[config.mk]
export PLATFORM = sky130hd
export DESIGN_NAME = fifo_port_arbiter_flat
export DESIGN_NICKNAME = d
export VERILOG_FILES = /design/src/rtl/fifo_port_arbiter_if.sv /design/src/rtl/fifo_port_arbiter.sv /design/src/flat_wrapper.sv
export SDC_FILE = /design/constraint.sdc
export NUM_CORES = 1
export LEC_CHECK = 0
export ABC_AREA = 1
export ABC_CLOCK_PERIOD_IN_PS = 6010
export CORE_MARGIN = 2
export CORE_UTILIZATION = 52
export CTS_CLUSTER_SIZE = 14
export DETAILED_ROUTE_END_ITERATION = 8
export PLACE_DENSITY_LB_ADDON = 0.15
export SLEW_MARGIN = 5
export SYNTH_ARGS = -nofsm -noshare
export SYNTH_HDL_FRONTEND = slang
export SYNTH_SLANG_ARGS = --single-unit
[constraint.sdc]
create_clock -name CLK -period 6.01 [get_ports CLK]
set_input_delay 0.601 -clock CLK [delete_from_list [all_inputs] [get_ports CLK]]
set_output_delay 0.601 -clock CLK [all_outputs]
set_load 0.03 [all_outputs]
[src/rtl/fifo_port_arbiter_if.sv]
// Bus bundle between the producers/consumer, the arbiter and the TOP_FIFO pins.
// The arbiter connects through the slave modport; the surrounding logic
// (producers, consumer, FIFO) sees the master view.
interface fifo_port_arbiter_if #(
    parameter int WIDTH = 8,
    parameter int DEPTH = 1024
);
    localparam int LW = $clog2(DEPTH + 1);

    // Producer 0
    logic             REQ0;
    logic [WIDTH-1:0] DIN0;
    logic             ACK0;
    // Producer 1
    logic             REQ1;
    logic [WIDTH-1:0] DIN1;
    logic             ACK1;
    // Consumer
    logic             RD_REQ;
    logic             RD_VALID;
    logic [WIDTH-1:0] RD_DATA;
    // FIFO pins
    logic [WIDTH-1:0] FIFO_DIN;
    logic             FIFO_WE_N;
    logic             FIFO_OE_N;
    logic [WIDTH-1:0] FIFO_DOUT;
    logic             FIFO_FULL;
    logic             FIFO_EMPTY;
    // Status
    logic [LW-1:0]    LEVEL;
    logic             ERR;

    modport slave (
        input  REQ0, DIN0, REQ1, DIN1, RD_REQ,
        input  FIFO_DOUT, FIFO_FULL, FIFO_EMPTY,
        output ACK0, ACK1, RD_VALID, RD_DATA,
        output FIFO_DIN, FIFO_WE_N, FIFO_OE_N,
        output LEVEL, ERR
    );

    modport master (
        output REQ0, DIN0, REQ1, DIN1, RD_REQ,
        output FIFO_DOUT, FIFO_FULL, FIFO_EMPTY,
        input  ACK0, ACK1, RD_VALID, RD_DATA,
        input  FIFO_DIN, FIFO_WE_N, FIFO_OE_N,
        input  LEVEL, ERR
    );
endinterface

[src/rtl/fifo_port_arbiter.sv]
// Two-producer / one-consumer front end for the 8-bit x 1024 TOP_FIFO.
// Round-robin, burst-limited write arbitration; one-per-cycle read issue with
// a fixed-latency return pipeline. Occupancy is tracked locally so that
// full/empty decisions never wait on the FIFO's own (lagging) flags.
module fifo_port_arbiter #(
    parameter int WIDTH     = 8,
    parameter int DEPTH     = 1024,
    parameter int MAX_BURST = 16,
    parameter int READ_LAT  = 1
) (
    input  logic                CLK,
    input  logic                RST_N,
    fifo_port_arbiter_if.slave  bus
);
    localparam int LW   = $clog2(DEPTH + 1);
    localparam int BW   = $clog2(MAX_BURST + 1);
    // Issue -> RD_VALID takes READ_LAT+2 cycles: one for OE_N, READ_LAT for
    // the FIFO, one for the RD_DATA capture register.
    localparam int NSTG = READ_LAT + 2;

    typedef enum logic [1:0] {
        IDLE = 2'd0,
        OWN0 = 2'd1,
        OWN1 = 2'd2
    } state_t;

    state_t           state_q;
    logic             last_q;        // 1 = producer 1 was served most recently
    logic [BW-1:0]    burst_q;
    logic [LW-1:0]    level_q;
    logic [LW-1:0]    level_d;
    logic [WIDTH-1:0] fifo_din_q;
    logic             fifo_we_n_q;
    logic             fifo_oe_n_q;
    logic [NSTG-1:0]  vld_q;
    logic [NSTG-1:0]  vld_d;
    logic [WIDTH-1:0] rd_data_q;
    logic             err_q;

    logic             full;
    logic             empty;
    logic             ack0;
    logic             ack1;
    logic             accept;
    logic [WIDTH-1:0] wr_data;
    logic             rd_issue;
    logic [BW-1:0]    burst_inc;
    logic             burst_hit;

    assign full      = (level_q == LW'(DEPTH));
    assign empty     = (level_q == '0);

    // Grant is only offered while there is committed room in the FIFO.
    assign ack0      = (state_q == OWN0) && bus.REQ0 && !full;
    assign ack1      = (state_q == OWN1) && bus.REQ1 && !full;
    assign accept    = ack0 || ack1;
    assign wr_data   = ack0 ? bus.DIN0 : bus.DIN1;

    // A read never issues against an empty committed level, regardless of a
    // same-cycle accept, so the FIFO is never popped before the push lands.
    assign rd_issue  = bus.RD_REQ && !empty;

    // The burst limit is reached on the edge of the MAX_BURST-th accept, so the
    // hand-over to the other producer costs no idle cycle.
    assign burst_inc = burst_q + 1'b1;
    assign burst_hit = accept && (burst_inc == BW'(MAX_BURST));

    // Ownership FSM: round-robin between producers with a per-owner burst cap.
    always_ff @(posedge CLK or negedge RST_N) begin
        if (!RST_N) begin
            state_q <= IDLE;
            last_q  <= 1'b1;
            burst_q <= '0;
        end else begin
            case (state_q)
                IDLE: begin
                    burst_q <= '0;
                    if (bus.REQ0 && (!bus.REQ1 || last_q)) begin
                        state_q <= OWN0;
                        last_q  <= 1'b0;
                    end else if (bus.REQ1) begin
                        state_q <= OWN1;
                        last_q  <= 1'b1;
                    end
                end
                OWN0: begin
                    if (!bus.REQ0 || burst_hit) begin
                        burst_q <= '0;
                        if (bus.REQ1) begin
                            state_q <= OWN1;
                            last_q  <= 1'b1;
                        end else if (bus.REQ0) begin
                            state_q <= OWN0;
                            last_q  <= 1'b0;
                        end else begin
                            state_q <= IDLE;
                        end
                    end else if (accept) begin
                        burst_q <= burst_inc;
                    end
                end
                OWN1: begin
                    if (!bus.REQ1 || burst_hit) begin
                        burst_q <= '0;
                        if (bus.REQ0) begin
                            state_q <= OWN0;
                            last_q  <= 1'b0;
                        end else if (bus.REQ1) begin
                            state_q <= OWN1;
                            last_q  <= 1'b1;
                        end else begin
                            state_q <= IDLE;
                        end
                    end else if (accept) begin
                        burst_q <= burst_inc;
                    end
                end
                default: begin
                    state_q <= IDLE;
                    burst_q <= '0;
                end
            endcase
        end
    end

    // Next committed level: accept and read in the same cycle cancel out.
    always_comb begin
        level_d = level_q;
        if (accept && !rd_issue) begin
            level_d = level_q + 1'b1;
        end else if (!accept && rd_issue) begin
            level_d = level_q - 1'b1;
        end
    end

    // Committed occupancy register.
    always_ff @(posedge CLK or negedge RST_N) begin
        if (!RST_N) begin
            level_q <= '0;
        end else begin
            level_q <= level_d;
        end
    end

    // Write port: one-cycle registered strobe; data holds between writes.
    always_ff @(posedge CLK or negedge RST_N) begin
        if (!RST_N) begin
            fifo_din_q  <= '0;
            fifo_we_n_q <= 1'b1;
        end else begin
            fifo_we_n_q <= !accept;
            if (accept) begin
                fifo_din_q <= wr_data;
            end
        end
    end

    // Read valid shift register: stage k is high k+1 cycles after issue.
    always_comb begin
        vld_d = {vld_q[NSTG-2:0], rd_issue};
    end

    // Read port strobe, return pipeline and data capture.
    always_ff @(posedge CLK or negedge RST_N) begin
        if (!RST_N) begin
            fifo_oe_n_q <= 1'b1;
            vld_q       <= '0;
            rd_data_q   <= '0;
        end else begin
            fifo_oe_n_q <= !rd_issue;
            vld_q       <= vld_d;
            // FIFO_DOUT is valid in the cycle where stage READ_LAT is set.
            if (vld_q[READ_LAT]) begin
                rd_data_q <= bus.FIFO_DOUT;
            end
        end
    end

    // Sticky error: the FIFO flags contradict a strobe we are driving.
    always_ff @(posedge CLK or negedge RST_N) begin
        if (!RST_N) begin
            err_q <= 1'b0;
        end else if ((bus.FIFO_FULL && !fifo_we_n_q) ||
                     (bus.FIFO_EMPTY && !fifo_oe_n_q)) begin
            err_q <= 1'b1;
        end
    end

    assign bus.ACK0      = ack0;
    assign bus.ACK1      = ack1;
    assign bus.FIFO_DIN  = fifo_din_q;
    assign bus.FIFO_WE_N = fifo_we_n_q;
    assign bus.FIFO_OE_N = fifo_oe_n_q;
    assign bus.RD_VALID  = vld_q[NSTG-1];
    assign bus.RD_DATA   = rd_data_q;
    assign bus.LEVEL     = level_q;
    assign bus.ERR       = err_q;
endmodule

[src/flat_wrapper.sv]
// flat-port wrapper written by rule: the top's interface ports become plain ports
module fifo_port_arbiter_flat 
#(
    parameter int WIDTH     = 8,
    parameter int DEPTH     = 1024,
    parameter int MAX_BURST = 16,
    parameter int READ_LAT  = 1
)
  (CLK, RST_N, bus_REQ0, bus_DIN0, bus_REQ1, bus_DIN1, bus_RD_REQ, bus_FIFO_DOUT, bus_FIFO_FULL, bus_FIFO_EMPTY, bus_ACK0, bus_ACK1, bus_RD_VALID, bus_RD_DATA, bus_FIFO_DIN, bus_FIFO_WE_N, bus_FIFO_OE_N, bus_LEVEL, bus_ERR);
  fifo_port_arbiter_if #(.WIDTH(WIDTH), .DEPTH(DEPTH)) bus_i ();
  input  logic CLK;
  input  logic RST_N;
  input wire logic [$bits(bus_i.REQ0)-1:0] bus_REQ0;
  input wire logic [$bits(bus_i.DIN0)-1:0] bus_DIN0;
  input wire logic [$bits(bus_i.REQ1)-1:0] bus_REQ1;
  input wire logic [$bits(bus_i.DIN1)-1:0] bus_DIN1;
  input wire logic [$bits(bus_i.RD_REQ)-1:0] bus_RD_REQ;
  input wire logic [$bits(bus_i.FIFO_DOUT)-1:0] bus_FIFO_DOUT;
  input wire logic [$bits(bus_i.FIFO_FULL)-1:0] bus_FIFO_FULL;
  input wire logic [$bits(bus_i.FIFO_EMPTY)-1:0] bus_FIFO_EMPTY;
  output wire logic [$bits(bus_i.ACK0)-1:0] bus_ACK0;
  output wire logic [$bits(bus_i.ACK1)-1:0] bus_ACK1;
  output wire logic [$bits(bus_i.RD_VALID)-1:0] bus_RD_VALID;
  output wire logic [$bits(bus_i.RD_DATA)-1:0] bus_RD_DATA;
  output wire logic [$bits(bus_i.FIFO_DIN)-1:0] bus_FIFO_DIN;
  output wire logic [$bits(bus_i.FIFO_WE_N)-1:0] bus_FIFO_WE_N;
  output wire logic [$bits(bus_i.FIFO_OE_N)-1:0] bus_FIFO_OE_N;
  output wire logic [$bits(bus_i.LEVEL)-1:0] bus_LEVEL;
  output wire logic [$bits(bus_i.ERR)-1:0] bus_ERR;
  assign bus_i.REQ0 = bus_REQ0;
  assign bus_i.DIN0 = bus_DIN0;
  assign bus_i.REQ1 = bus_REQ1;
  assign bus_i.DIN1 = bus_DIN1;
  assign bus_i.RD_REQ = bus_RD_REQ;
  assign bus_i.FIFO_DOUT = bus_FIFO_DOUT;
  assign bus_i.FIFO_FULL = bus_FIFO_FULL;
  assign bus_i.FIFO_EMPTY = bus_FIFO_EMPTY;
  assign bus_ACK0 = bus_i.ACK0;
  assign bus_ACK1 = bus_i.ACK1;
  assign bus_RD_VALID = bus_i.RD_VALID;
  assign bus_RD_DATA = bus_i.RD_DATA;
  assign bus_FIFO_DIN = bus_i.FIFO_DIN;
  assign bus_FIFO_WE_N = bus_i.FIFO_WE_N;
  assign bus_FIFO_OE_N = bus_i.FIFO_OE_N;
  assign bus_LEVEL = bus_i.LEVEL;
  assign bus_ERR = bus_i.ERR;
  fifo_port_arbiter #(.WIDTH(WIDTH), .DEPTH(DEPTH), .MAX_BURST(MAX_BURST), .READ_LAT(READ_LAT)) u_core (.CLK(CLK), .RST_N(RST_N), .bus(bus_i));
endmodule
# ---- Word-level counts from Yosys, hierarchy flattened
# Index checks and enable logic that the tools add are counted.
dict set report totals {
  regBits 41
  latchBits 0
  mem_bits_rw 0
  romBits 0
  input_bits 31
  output_inout_bits 33
  n_memories 0
}
dict set report classes {
  n_addsub 3
  mul 0
  div 0
  order_cmp 0
  n_eq_ne 8
  shift 0
  muxes 24
  bitwise 0
  n_reduce_logical 30
}
# operator count
set ops {}
lappend ops {{11-bit 2-to-1 mux} 2}
lappend ops {{5-bit 2-to-1 mux} 3}
lappend ops {{2-bit 2-to-1 mux} 7}
lappend ops {{11-bit by 1-bit adder with 11-bit output, second input constant} 1}
lappend ops {{11-bit == test, second input constant} 1}
lappend ops {{1-bit logical AND} 11}
lappend ops {{11-bit zero test} 1}
lappend ops {{11-bit by 1-bit subtractor with 11-bit output, second input constant} 1}
lappend ops {{5-bit case mux with 2 select lines} 1}
lappend ops {{1-bit zero test} 8}
lappend ops {{1-bit 2-to-1 mux} 8}
lappend ops {{8-bit 2-to-1 mux} 1}
lappend ops {{2-bit case mux with 3 select lines} 1}
lappend ops {{5-bit by 1-bit adder with 5-bit output, second input constant} 1}
lappend ops {{5-bit == test, second input constant} 1}
lappend ops {{1-bit logical OR} 5}
lappend ops {{2-bit inequality test, second input constant} 2}
lappend ops {{4-bit AND reduction} 1}
lappend ops {{3-bit by 2-bit inequality test with 1-bit output, second input constant} 1}
lappend ops {{3-bit inequality test, second input constant} 1}
lappend ops {{1-bit case mux with 3 select lines} 1}
lappend ops {{3-bit AND reduction} 1}
lappend ops {{3-bit nonzero test} 1}
lappend ops {{2-bit by 1-bit == test with 1-bit output, second input constant} 1}
lappend ops {{3 further kinds} 3}

# ---- Logic depth before layout (Yosys ltp)
# Gate-level depths: netlist of run 1.
dict set report logic_depth {
  word_depth 8
  mapped_depth 17
}

# ---- Worst setup path before layout of run 1
# No wires, ideal clock.
dict set report synth_path {
  path_type {reg2reg}
  from {register u_core.state_q[1]}
  to {register u_core.level_q[6] (netlist: u_core.bus.LEVEL[6])}
  setup_time_ns 0.126
  arrival_time_ns 2.760
  t_required_ns 5.884
  path_slack_ns 3.123
  stages_incl_launch_ff 17
  path_buffers 1
  period_less_slack_ns 2.887
  cell_sequence {dfrtp_1 -> inv_1 -> ha_1 -> nand2_2 -> nand2_2 -> a21boi_4 -> buf_6 -> ha_1 -> inv_1 -> ha_1 -> nand2_1 -> o21ai_0 -> inv_1 -> o21ai_0 -> nand2_1 -> nand2_1 -> o21ai_0}
}
dict set report synth_between {
  elab_chain_len 7
  word_cells_on_any_way 12
}
# item line
set synth_lines {}
lappend synth_lines {{from (decl)} fifo_port_arbiter.sv:27} ;# state_t state_q;
lappend synth_lines {{from (signal assigned)} fifo_port_arbiter.sv:71} ;# state_q <= IDLE;
lappend synth_lines {{from (signal assigned)} fifo_port_arbiter.sv:79} ;# state_q <= OWN0;
lappend synth_lines {{from (signal assigned)} fifo_port_arbiter.sv:82} ;# state_q <= OWN1;
lappend synth_lines {{2-bit by 1-bit == test with 1-bit output / 2-bit == test (equally long branches)} {fifo_port_arbiter.sv:54, fifo_port_arbiter.sv:55}}
lappend synth_lines {{1-bit logical AND, on equally long branches (2 in series)} {fifo_port_arbiter.sv:54, fifo_port_arbiter.sv:55}}
lappend synth_lines {{1-bit logical OR *} fifo_port_arbiter.sv:56} ;# assign accept = ack0 || ack1;
lappend synth_lines {{1-bit zero test} fifo_port_arbiter.sv:131} ;# end else if (!accept && rd_issue) begin
lappend synth_lines {{1-bit logical AND} fifo_port_arbiter.sv:131}
lappend synth_lines {{2-bit nonzero test (no source line)} --}
lappend synth_lines {{to (signal assigned)} fifo_port_arbiter.sv:141} ;# level_q <= level_d;
lappend synth_lines {{to (decl)} fifo_port_arbiter.sv:30} ;# logic [LW-1:0] level_q;
# Every way passes the cells marked *; elsewhere a longest branch is shown, timed or not.
# A chain may end at the register's enable or synchronous reset.

# ---- Worst setup path in the final report of run 1
dict set report layout_path {
  from {input bus_REQ0}
  to {register u_core.level_q[6] (netlist: u_core.bus.LEVEL[6])}
}
dict set report layout_between {
  elab_chain_len 6
  word_cells_on_any_way 8
}
# item line
set layout_lines {}
lappend layout_lines {{from (decl)} flat_wrapper.sv:13} ;# input wire logic [$bits(bus_i.REQ0)-1:0] bus_REQ0;
lappend layout_lines {{1-bit logical AND * (2 in series)} fifo_port_arbiter.sv:54} ;# assign ack0 = (state_q == OWN0) && bus.REQ0 && !full;
lappend layout_lines {{1-bit logical OR *} fifo_port_arbiter.sv:56}
lappend layout_lines {{1-bit zero test} fifo_port_arbiter.sv:131}
lappend layout_lines {{1-bit logical AND} fifo_port_arbiter.sv:131}
lappend layout_lines {{2-bit nonzero test (no source line)} --}
# Marks and branches as above.

==> run metrics, run 1 <==
Post-CTS Setup Bufs=0; share of the synthesized area in the top cell type=39.5%; RSZ-0062 raised after global routing=false; initial drt markers=approximately 150; worst slew pin tran=roughly 0.9 ns; largest net degree at the start of global routing=between 40 and 50; capturing element type of the critical path=register; worst slew margin relative to its limit=about two fifths; # setup viols final=0; fraction of layout cells with a size suffix above 1=between 8 and 9%; Ports=64; vias per std cell=5.25; final hold slack=between 0.3 and 0.4 ns; ANT nets after route=0; Pint=approximately 860 µW; total grt overflow=0; WS Path Type=in -> reg; top post-synthesis cells by area=dfrtp_1 39%, nand2_1 10%, ha_1 8.3%, o21ai_0 6.0%, inv_1 5.0%; Clock Tree Buf Depth=2; number of hold buffers added after cts=0; Max stage delay cell, worst path=clkdlybuf4s50_1; largest fanout on the critical path=17; total negative slack=0 ns; sequential power share=between 20 and 30%; syn nets=approximately 340; DRT Pass-1 Iters=4; Fillers=roughly 360; status=complete, no violations; fin crit period=between 3 and 4 ns; Psw=807 µW; Synth area leader=dfrtp_1; clk_skew=just under 0.008 ns; LEAKAGE=between 1 and 1.5 nW; Synth Flop Type=dfrtp_1; Routed Wire Length=roughly 5.7 mm; Largest delay share family, worst path=compound AO/OA/AOI/OAI gates; Skew-Pair Late Insertion Delay=0.30 ns; CP max stage delay=between 0.5 and 0.6 ns; Design Power=1.66 mW; Distinct cells, synth=33; Critical Path AT=between 3 and 4 ns; starting density of the core=between 50 and 60%; fraction of power consumed by the clock network=11.5%; H-tree levels=2; worst reg2reg setup slack=2.64 ns; Worst Hold Class=reg -> reg; count of clock tree sinks=slightly above 40; Num CTS Buffers=5; worst vdd ir=around 0.33 mV; buffers plus inverters on the worst setup path=3; max-slew violations=0; DIE AREA=5190 µm²; post-synthesis average cell area=roughly 8.2 µm²; Root Buffer=clkbuf_8; via count=between 2,000 and 2,500; global-route wire length before repair=9.79 mm; total of max-cap violations=0; Power Density=between 500 and 600 nW/µm²; Net count, final=between 400 and 500; Core Rows=24; Comb pwr share=about three fifths; Worst Path Required=around 6.2 ns; diodes inserted=0; GR Util All Layers=a little under a quarter; IO buf count=63; Final Cycle Share=between 50% and 60%; Sw Ratio=between 40% and 50%; initial antenna violation count=0; register clock-pin slew on the reported worst setup and hold paths=roughly 0.09 ns; startpoint types=input port; drt drc=0; cell with the most instances after synthesis=nand2_1; Yosys reg bits=41; final hold violation count=0; core area=approximately 4400 µm²; Syn Std Cell Area=2410 µm²; die height=72.1 µm; cell count after synthesis=about 300; synth-to-layout area growth=31.5%; synth cell count leaders=65 x nand2_1, 38 x dfrtp_1, 32 x inv_1; post-synthesis sequential area ratio=42.8%; CTS tree=yes; Die Wd=72.1 µm; Synthesis Warnings=0; Fmax=292 MHz; EDFF count, synth=0; vias in the first global route=roughly 2,100; ys async rst share=100%; HPWL Detailed=4.43 mm; Routability Congestion=~0.94; drt wl/cell=~14 µm; CP cell instances=clkdlybuf4s50_1 > nand2_2 > nand2_2 > a21boi_4 > ha_1 > inv_1 > ha_1 > nand2_1 > o21ai_0 > inv_1 > o21ai_0 > nand2_1 > nand2_1 > o21ai_0; CTS resizes=0
-- stage by stage --
step | std cells | util, % | instance area, µm² | worst slack [ns]
2_1_floorplan | 295 | - | 2410 | 3.12
3_5_place_dp | 406 | 69.6 | 3070 | 2.28
3_3_place_gp | 406 | 69.6 | 3070 | 2.40
5_1_grt | 414 | 71.7 | 3170 | 2.27
6_report | 414 | 71.7 | 3170 | 2.59
4_1_cts | 414 | 71.7 | 3170 | 2.60
-- final timing paths --
path                                               start                                end  cells past startpoint
max                                             bus_REQ0    u_core.bus.LEVEL[6]$_DFFE_PN0P_                     14
min                            u_core.vld_q[0]$_DFF_PN0_          u_core.vld_q[1]$_DFF_PN0_                      0
max reg2reg                u_core.state_q[1]$_DFFE_PN0P_    u_core.bus.LEVEL[6]$_DFFE_PN0P_                     15
min reg2reg                    u_core.vld_q[0]$_DFF_PN0_          u_core.vld_q[1]$_DFF_PN0_                      0
max in group asynchronous                          RST_N        u_core.burst_q[2]$_DFF_PN0_                      1
min in group asynchronous                          RST_N  u_core.bus.RD_DATA[3]$_DFFE_PN0P_                      1
-- kinds of logic (layout without fill, tap and decap cells) --
kind of cell             Yosys count  after routing  share of synthesized area (%)
AO/OA/AOI/OAI                     56             56                           13.0
XOR/XNOR                           6              6                           2.18
adder cells (fa/ha/maj)           17             17                           9.14
buffers and inverters             38            105                           6.39
flip-flops                        41             41                           42.8
multiplexers                       8              8                           3.74
AND/OR/NAND/NOR                  129            129                           22.8
-- metal layers --
metal | track usage, % | routed length (µm) | vias up
li1 | - | - | 1109
met1 | 31.8 | 2640 | 999
met2 | 40.5 | 2760 | 62
met3 | 4.17 | 310 | 4
met4 | 5.87 | 25 | 0
met5 | 0 | 0 | -
-- sequential cells by signal, summed over array words and instances, names as in the netlist --
register,flops
u_core.bus.FIFO_DIN,8
u_core.state_q,2
u_core.bus.FIFO_WE_N,1
u_core.bus.ERR,1
u_core.last_q,1
u_core.bus.RD_DATA,8
u_core.burst_q,5
u_core.bus.LEVEL,11
u_core.vld_q,3
u_core.bus.FIFO_OE_N,1
-- placed cells by master (no fill, tap or decap) --
cell	Yosys	layout
a21boi_4	1	1
a21oi_1	13	13
dfrtp_1	38	38
a31oi_1	1	1
a21o_1	1	1
xnor2_1	4	4
or2_2	2	2
buf_2	0	1
o21ai_1	5	5
dfstp_2	3	3
o31ai_1	1	1
nand2_1	65	65
ha_1	16	16
inv_6	0	2
o211ai_1	2	2
inv_1	32	32
fa_1	1	1
clkinv_1	1	1
nand4_1	4	4
nor2_2	1	1
clkbuf_8	0	5
mux2_2	8	8
nor3_2	1	1
nand3_1	23	23
clkdlybuf4s50_1	0	62
nand2_2	4	4
a211oi_1	1	1
o21ai_0	29	29
xor2_1	2	2
nor2_1	27	27
clkinvlp_4	0	1
a21boi_0	1	1
o21bai_1	1	1
nor3_1	2	2
inv_2	1	1
-- power by group through the flow --
| stage | sequential, mW | clock [mW] | combinational (mW) |
|---|---|---|---|
| 2_1_floorplan | 0.585 | 0 | 0.572 |
| 3_3_place_gp | 0.460 | 0 | 0.998 |
| 3_5_place_dp | 0.463 | 0 | 1.01 |
| 4_1_cts | 0.458 | 0.196 | 1.01 |
| 5_1_grt | 0.469 | 0.209 | 1.14 |
| 6_report | 0.458 | 0.191 | 1.01 |
-- final cells by class --
type,instances,area [µm²],area share [%]
inverters,34,128,4.03
repair buffers,63,626,19.8
multi-input cells,216,1220,38.7
well taps,52,65.1,2.05
clock buffers,5,68.8,2.17
flip-flops and latches,41,1030,32.5
clock inverters,3,25.0,0.790
-- worst register-to-register path: stages (launching register included) --
cell      delay [ns]
dfrtp_1         0.42
inv_1           0.10
ha_1            0.29
nand2_2         0.17
nand2_2         0.14
a21boi_4        0.39
ha_1            0.31
inv_1           0.19
ha_1            0.40
nand2_1         0.09
o21ai_0         0.28
inv_1           0.09
o21ai_0         0.20
nand2_1         0.07
nand2_1         0.05
o21ai_0         0.08
Power figures use the tool's default switching activity.
==> run 2, diff against run 1 <==
Settings changed: ABC_CLOCK_PERIOD_IN_PS 6010 to 3000, CORE_UTILIZATION 52 to 44.
Clock period 6.01 ns to 3 ns, I/O delays scaled along.
==> run metrics, run 2 (synthesized netlist as in run 1, its figures left out) <==
worst slew margin relative to its limit=39.5% (was 40.2%); Core Rows=26 (was 24); total of max-cap violations=0 (unchanged); Die Wd=78.0 µm (was 72.1 µm); Storage cell area=1030 µm² (about the same); max-slew violations=0 (unchanged); critical path launch point=u_core.state_q[0]$_DFFE_PN0P_ (was bus_REQ0); Setup WS pre-CTS=0.0471 ns (was 2.28 ns); most frequent cells in the layout=65 x nand2_1, 62 x clkdlybuf4s50_1, 37 x dfrtp_1 (was 65 x nand2_1, 62 x clkdlybuf4s50_1, 38 x dfrtp_1); capturing element type of the critical path=register (unchanged); starting density of the core=46.3% (was 54.6%); GR Util met2=32.6% (was 40.5%); Worst Hold Class=in -> async (was reg -> reg); met3 Resource Use GR=3.26% (was 4.17%); ANT nets after route=0 (unchanged); grt peak-use layer=met2 (unchanged); Util after Layout=64.5% (was 71.7%); DIE AREA=6080 µm² (was 5190 µm²); HPWL Detailed=4.01 mm (was 4.43 mm); dpl cells=431 (was 406); reg2reg start=u_core.state_q[0]$_DFFE_PN0P_ (was u_core.state_q[1]$_DFFE_PN0P_); Routability Congestion=0.877 (was 0.943); initial antenna violation count=0 (unchanged); vias in the first global route=2,141 (was 2,130); buffers plus inverters on the worst setup path=3 (unchanged); Routed Wire Length=5.63 mm (was 5.74 mm); non-filler cells, final=441 (was 414); multi-input logic area=1300 µm² (was 1220 µm²); Clock Tree Buf Depth=2 (unchanged); final hold violation count=0 (unchanged); Design Power=3.58 mW (was 1.66 mW); worst vdd ir=0.628 mV (was 0.333 mV); CP max stage delay=0.45 ns (was 0.56 ns); clk_skew=0.00797 ns (was 0.00780 ns); synth-to-layout area growth=39.5% (was 31.5%); diodes inserted=0 (unchanged); Net count, final=418 (was 409); LEAKAGE=1.52 nW (was 1.47 nW); Final Cycle Share=between 90% and 100%; GR Util met1=26.3% (was 31.8%); number of flip-flops under the largest register name=11 (unchanged); Ports=64 (unchanged); largest fanout on the critical path=5 (was 17); Critical Path AT=3.02 ns (was 3.61 ns); drt wl/cell=12.8 µm (was 13.9 µm); GR Util All Layers=19.8% (was 23.8%); IO buf count=63 (unchanged); startpoint types=register (was input port); global-route wire length before repair=9.60 mm (was 9.79 mm); worst slew pin tran=0.908 ns (was 0.897 ns); CP cell instances=inv_1 > ha_2 > nand2_1 > nand2_2 > a21boi_4 > ha_2 > clkinvlp_4 > buf_4 > ha_1 > nand2_1 > nor2_1 > nand3_1 > nand4_1 > nand2_1 > nand2_1 > nand2_1 (was clkdlybuf4s50_1 > nand2_2 > nand2_2 > a21boi_4 > ha_1 > inv_1 > ha_1 > nand2_1 > o21ai_0 > inv_1 > o21ai_0 > nand2_1 > nand2_1 > o21ai_0); Skew-Pair Late Insertion Delay=0.30 ns (about the same); fraction of layout cells with a size suffix above 1=13.5% (was 8.29%); CTS tree=yes (unchanged); Worst Path Required=3.19 ns (was 6.19 ns); Root Buffer=clkbuf_8 (unchanged); Power Density=1070 nW/µm² (was 525 nW/µm²); count of clock tree sinks=41 (unchanged); status=complete, no violations (unchanged); fin worst setup slack=0.167 ns (was 2.59 ns); H-tree levels=2 (unchanged); initial drt markers=147 (was 152); largest net degree at the start of global routing=42 (unchanged); total negative slack=0 ns (unchanged); CP dominant cell by count=nand2_1; Fmax=353 MHz; DRT Pass-1 Iters=4 (unchanged); commonest non-fill, non-tap cell in the layout=nand2_1 (unchanged); register clock-pin slew on the reported worst setup and hold paths=0.08 ns (was 0.09 ns); core area=5200 µm² (was 4410 µm²); Max stage delay cell, worst path=dfrtp_2 (was clkdlybuf4s50_1); worst reg2reg setup slack=0.17 ns (was 2.64 ns); number of hold buffers added after cts=0 (unchanged); via count=2,223 (was 2,174); vias per std cell=5.04 (was 5.25); # setup viols final=0 (unchanged); Largest delay share family, worst path=simple AND/OR/NAND/NOR gates (was compound AO/OA/AOI/OAI gates); die height=78.0 µm (was 72.1 µm); total grt overflow=0 (unchanged); WS Path Type=reg -> reg (was in -> reg); fin crit period=approximately 2.8 ns; drt drc=0 (unchanged); Num CTS Buffers=5 (unchanged); Fillers=451 (was 357)
[run 2: final timing paths]
| path | to | cells past startpoint |
|---|---|---|
| min in group CLK | u_core.vld_q[1]$_DFF_PN0_ | 0 |
| worst max register to register | u_core.bus.LEVEL[10]$_DFFE_PN0P_ | 16 |
| worst min-delay path | u_core.bus.RD_DATA[0]$_DFFE_PN0P_ | 1 |
| worst min register to register | u_core.vld_q[1]$_DFF_PN0_ | 0 |
| max in group asynchronous | u_core.state_q[0]$_DFFE_PN0P_ | 1 |
| worst max-delay path | u_core.bus.LEVEL[10]$_DFFE_PN0P_ | 16 |
[run 2: power breakdown]
part / switching [mW] / internal (mW)
clock network: 0.200 / 0.271
logic: 1.29 / 0.918
registers: 0.157 / 0.743
[run 2: worst register-to-register path, cell delays in order, from the launching register on]
cell and delay [ns]:
dfrtp_2 0.45, inv_1 0.09, ha_2 0.22, nand2_1 0.11, nand2_2 0.11, a21boi_4 0.19, ha_2 0.22, clkinvlp_4 0.10
buf_4 0.17, ha_1 0.35, nand2_1 0.12, nor2_1 0.18, nand3_1 0.14, nand4_1 0.13, nand2_1 0.06, nand2_1 0.05
nand2_1 0.06
[run 2: cell type report]
type	instances	share of cell area, %
clock buffers	6	2.46
repair buffers	72	20.6
well taps	70	2.61
multi-input cells	216	38.6
inverters	34	3.91
clock inverters	2	1.12
flip-flops and latches	41	30.7
[run 2: timing repair]
| item | CTS | global route |
|---|---|---|
| resized for setup | 0 | 15 |
| endpoints found under the setup margin | 0 | 7 |
| setup buffers | 0 | 2 |
[run 2: routing by layer]
| layer | vias to the layer above | part of all wire [%] |
|---|---|---|
| li1 | 1127 | - |
| met1 | 1029 | 49 |
| met2 | 60 | 45 |
| met3 | 7 | 5.0 |
| met4 | 0 | 1.5 |
| met5 | - | 0 |
[run 2: through the flow]
step | cell area, µm² | hold WS (ns)
2_1_floorplan | 2410 | 0.00441
3_3_place_gp | 3150 | 0.354
3_5_place_dp | 3150 | 0.350
4_1_cts | 3270 | 0.164
5_1_grt | 3360 | 0.211
6_report | 3360 | 0.131
==> run 3, diff against run 2 <==
Settings changed: CTS_CLUSTER_SIZE 14 to not set, MAX_ROUTING_LAYER set to met4.
==> run metrics, run 3 (synthesized netlist as in run 1, its figures left out) <==
status=complete, no violations (unchanged); Max stage delay cell, worst path=dfrtp_1 (was dfrtp_2); max-slew violations=0 (unchanged); worst reg2reg setup slack=0.27 ns (was 0.17 ns); Num CTS Buffers=5 (unchanged); Routed Wire Length=5.48 mm (was 5.63 mm); Core Rows=26 (unchanged); initial drt markers=91 (was 147); vias per std cell=5.00 (was 5.04); total negative slack=0 ns (unchanged); final hold violation count=0 (unchanged); Worst Path Required=3.16 ns (was 3.19 ns); Root Buffer=clkbuf_8 (unchanged); fin crit period=2.73 ns (was 2.83 ns); Critical Path AT=2.89 ns (was 3.02 ns); core area=5200 µm² (unchanged); DIE AREA=6080 µm² (unchanged); drt wl/cell=12.5 µm (was 12.8 µm); GR Util All Layers=20.3% (was 19.8%); Skew-Pair Late Insertion Delay=0.29 ns (was 0.30 ns); synth-to-layout area growth=35.0% (was 39.5%); RSZ-0062 raised after global routing=true; clk_skew=0.00993 ns (was 0.00797 ns); CP cell instances=inv_1 > ha_2 > nand2_2 > nand2_2 > a21boi_4 > ha_1 > inv_1 > buf_4 > ha_1 > nand3_1 > nand3_1 > nand3_1 > nand2_1 > xnor2_1 > o21ai_0 (was inv_1 > ha_2 > nand2_1 > nand2_2 > a21boi_4 > ha_2 > clkinvlp_4 > buf_4 > ha_1 > nand2_1 > nor2_1 > nand3_1 > nand4_1 > nand2_1 > nand2_1 > nand2_1); vias in the first global route=2,204 (was 2,141); Worst Hold Class=in -> async (unchanged); worst slew margin relative to its limit=40.3% (was 39.5%); diodes inserted=0 (unchanged); Ports=64 (unchanged); LEAKAGE=1.50 nW (was 1.52 nW); Final Cycle Share=91.1% (was 94.4%); Util after Layout=62.5% (was 64.5%); multi-input logic area=1240 µm² (was 1300 µm²); buffers plus inverters on the worst setup path=3 (unchanged); Storage cell area=1030 µm² (about the same); IO buf count=63 (unchanged); register clock-pin slew on the reported worst setup and hold paths=0.08 ns (about the same); Clock Tree Buf Depth=2 (unchanged); fraction of layout cells with a size suffix above 1=11.1% (was 13.5%); total grt overflow=0 (unchanged); largest fanout on the critical path=7 (was 5); fraction of power consumed by the clock network=10.5% (was 13.1%); Largest delay share family, worst path=adder cells (was simple AND/OR/NAND/NOR gates); largest net degree at the start of global routing=42 (unchanged); global-route wire length before repair=9.71 mm (was 9.60 mm); die height=78.0 µm (unchanged); FF-to-FF End=u_core.bus.LEVEL[7]$_DFFE_PN0P_ (was u_core.bus.LEVEL[10]$_DFFE_PN0P_); drt drc=0 (unchanged); starting density of the core=46.3% (unchanged); sequential power share=26.3% (was 25.1%); Final Cell Area=3250 µm² (was 3360 µm²); CP dominant cell by count=nand3_1 (was nand2_1); Sw Ratio=47.6% (was 46.1%); number of flip-flops under the largest register name=11 (unchanged); Power Density=1030 nW/µm² (was 1070 nW/µm²); capturing element type of the critical path=register (unchanged); via count=2,196 (was 2,223); Net count, final=416 (was 418); Comb pwr share=63.2% (was 61.7%); cell depth of the worst setup path=15 (was 16); Psw=1.60 mW (was 1.65 mW); worst vdd ir=0.674 mV (was 0.628 mV); DRT Pass-1 Iters=4 (unchanged); Die Wd=78.0 µm (unchanged); Reg2Reg Depth=15 (was 16); H-tree levels=2 (unchanged); WS Path Type=reg -> reg (unchanged); DP Area=3150 µm² (unchanged); Fillers=460 (was 451); dpl cells=431 (unchanged); Routability Congestion=0.893 (was 0.877); commonest non-fill, non-tap cell in the layout=nand2_1 (unchanged); non-filler cells, final=439 (was 441); Pint=1.76 mW (was 1.93 mW); most frequent cells in the layout=65 x nand2_1, 62 x clkdlybuf4s50_1, 38 x dfrtp_1 (was 65 x nand2_1, 62 x clkdlybuf4s50_1, 37 x dfrtp_1); total of max-cap violations=0 (unchanged); HPWL Detailed=4.07 mm (was 4.01 mm); initial antenna violation count=0 (unchanged); startpoint types=register (unchanged); count of clock tree sinks=41 (unchanged); worst slew pin tran=0.895 ns (was 0.908 ns); CTS tree=yes (unchanged); reg2reg start=u_core.state_q[1]$_DFFE_PN0P_ (was u_core.state_q[0]$_DFFE_PN0P_); # setup viols final=0 (unchanged); ANT nets after route=0 (unchanged); Fmax=366 MHz (was 353 MHz); CP max stage delay=0.42 ns (was 0.45 ns)
[run 3: changes by cell type in the layout (fill, tap and decap cells not counted), moves of 2 or more]
| cell | delta |
|---|---|
| clkinv_2 | +2 |
| ha_1 | +5 |
| buf_4 | -2 |
| ha_4 | -4 |
[run 3: power groups by stage]
stage                     sequential (mW)  combinational [mW]  clock [mW]
after floorplan                      1.17                1.15           0
after global placement              0.893                2.07           0
after detailed placement            0.895                2.09           0
after CTS                           0.887                2.11       0.370
after global routing                0.914                2.41       0.398
final                               0.885                2.13       0.352
[run 3: repair_timing]
item,CTS,global route
setup buffers,0,0
hold buffers,0,0
setup endpoints to repair,0,6
hold endpoints to repair,0,0
resized for setup,0,7
[run 3: stage by stage]
| step | worst slack [ns] | power [mW] | hold WS (ns) |
|---|---|---|---|
| final | 0.266 | 3.36 | 0.133 |
| after global routing | -0.000565 | 3.72 | 0.207 |
| after CTS | 0.0630 | 3.37 | 0.162 |
| after detailed placement | 0.0102 | 2.99 | 0.350 |
| after global placement | 0.127 | 2.96 | 0.350 |
| after floorplan | 0.113 | 2.32 | 0.00441 |
[run 3: final cells by class]
type,count,share of cell area (%)
Clock buffer,5,2.12
Multi-Input combinational cell,216,38.2
Tap cell,70,2.69
Timing Repair Buffer,70,20.9
Clock inverter,3,0.539
Inverter,34,3.92
Sequential cell,41,31.7
[run 3: how the worst max path moves through the flow]
stage | to | start | slack [ns]
2_1_floorplan | u_core.bus.LEVEL[6]$_DFFE_PN0P_ | u_core.state_q[1]$_DFFE_PN0P_ | 0.11
3_3_place_gp | u_core.bus.LEVEL[6]$_DFFE_PN0P_ | bus_REQ1 | 0.13
3_5_place_dp | u_core.bus.LEVEL[6]$_DFFE_PN0P_ | bus_REQ1 | 0.01
4_1_cts | u_core.bus.LEVEL[6]$_DFFE_PN0P_ | u_core.bus.LEVEL[7]$_DFFE_PN0P_ | 0.06
5_1_grt | u_core.bus.LEVEL[7]$_DFFE_PN0P_ | u_core.state_q[1]$_DFFE_PN0P_ | -0.0006
6_report | u_core.bus.LEVEL[7]$_DFFE_PN0P_ | u_core.state_q[1]$_DFFE_PN0P_ | 0.27
[run 3: per-layer routing]
| layer | vias to the layer above | wire length (µm) | share of wire, % | track usage, % |
|---|---|---|---|---|
| met5 | - | 0 | 0 | - |
| met4 | 0 | 86 | 1.6 | 6.14 |
| met3 | 11 | 292 | 5.3 | 3.60 |
| met2 | 65 | 2490 | 45 | 32.8 |
| met1 | 1001 | 2610 | 48 | 26.4 |
| li1 | 1119 | - | - | - |
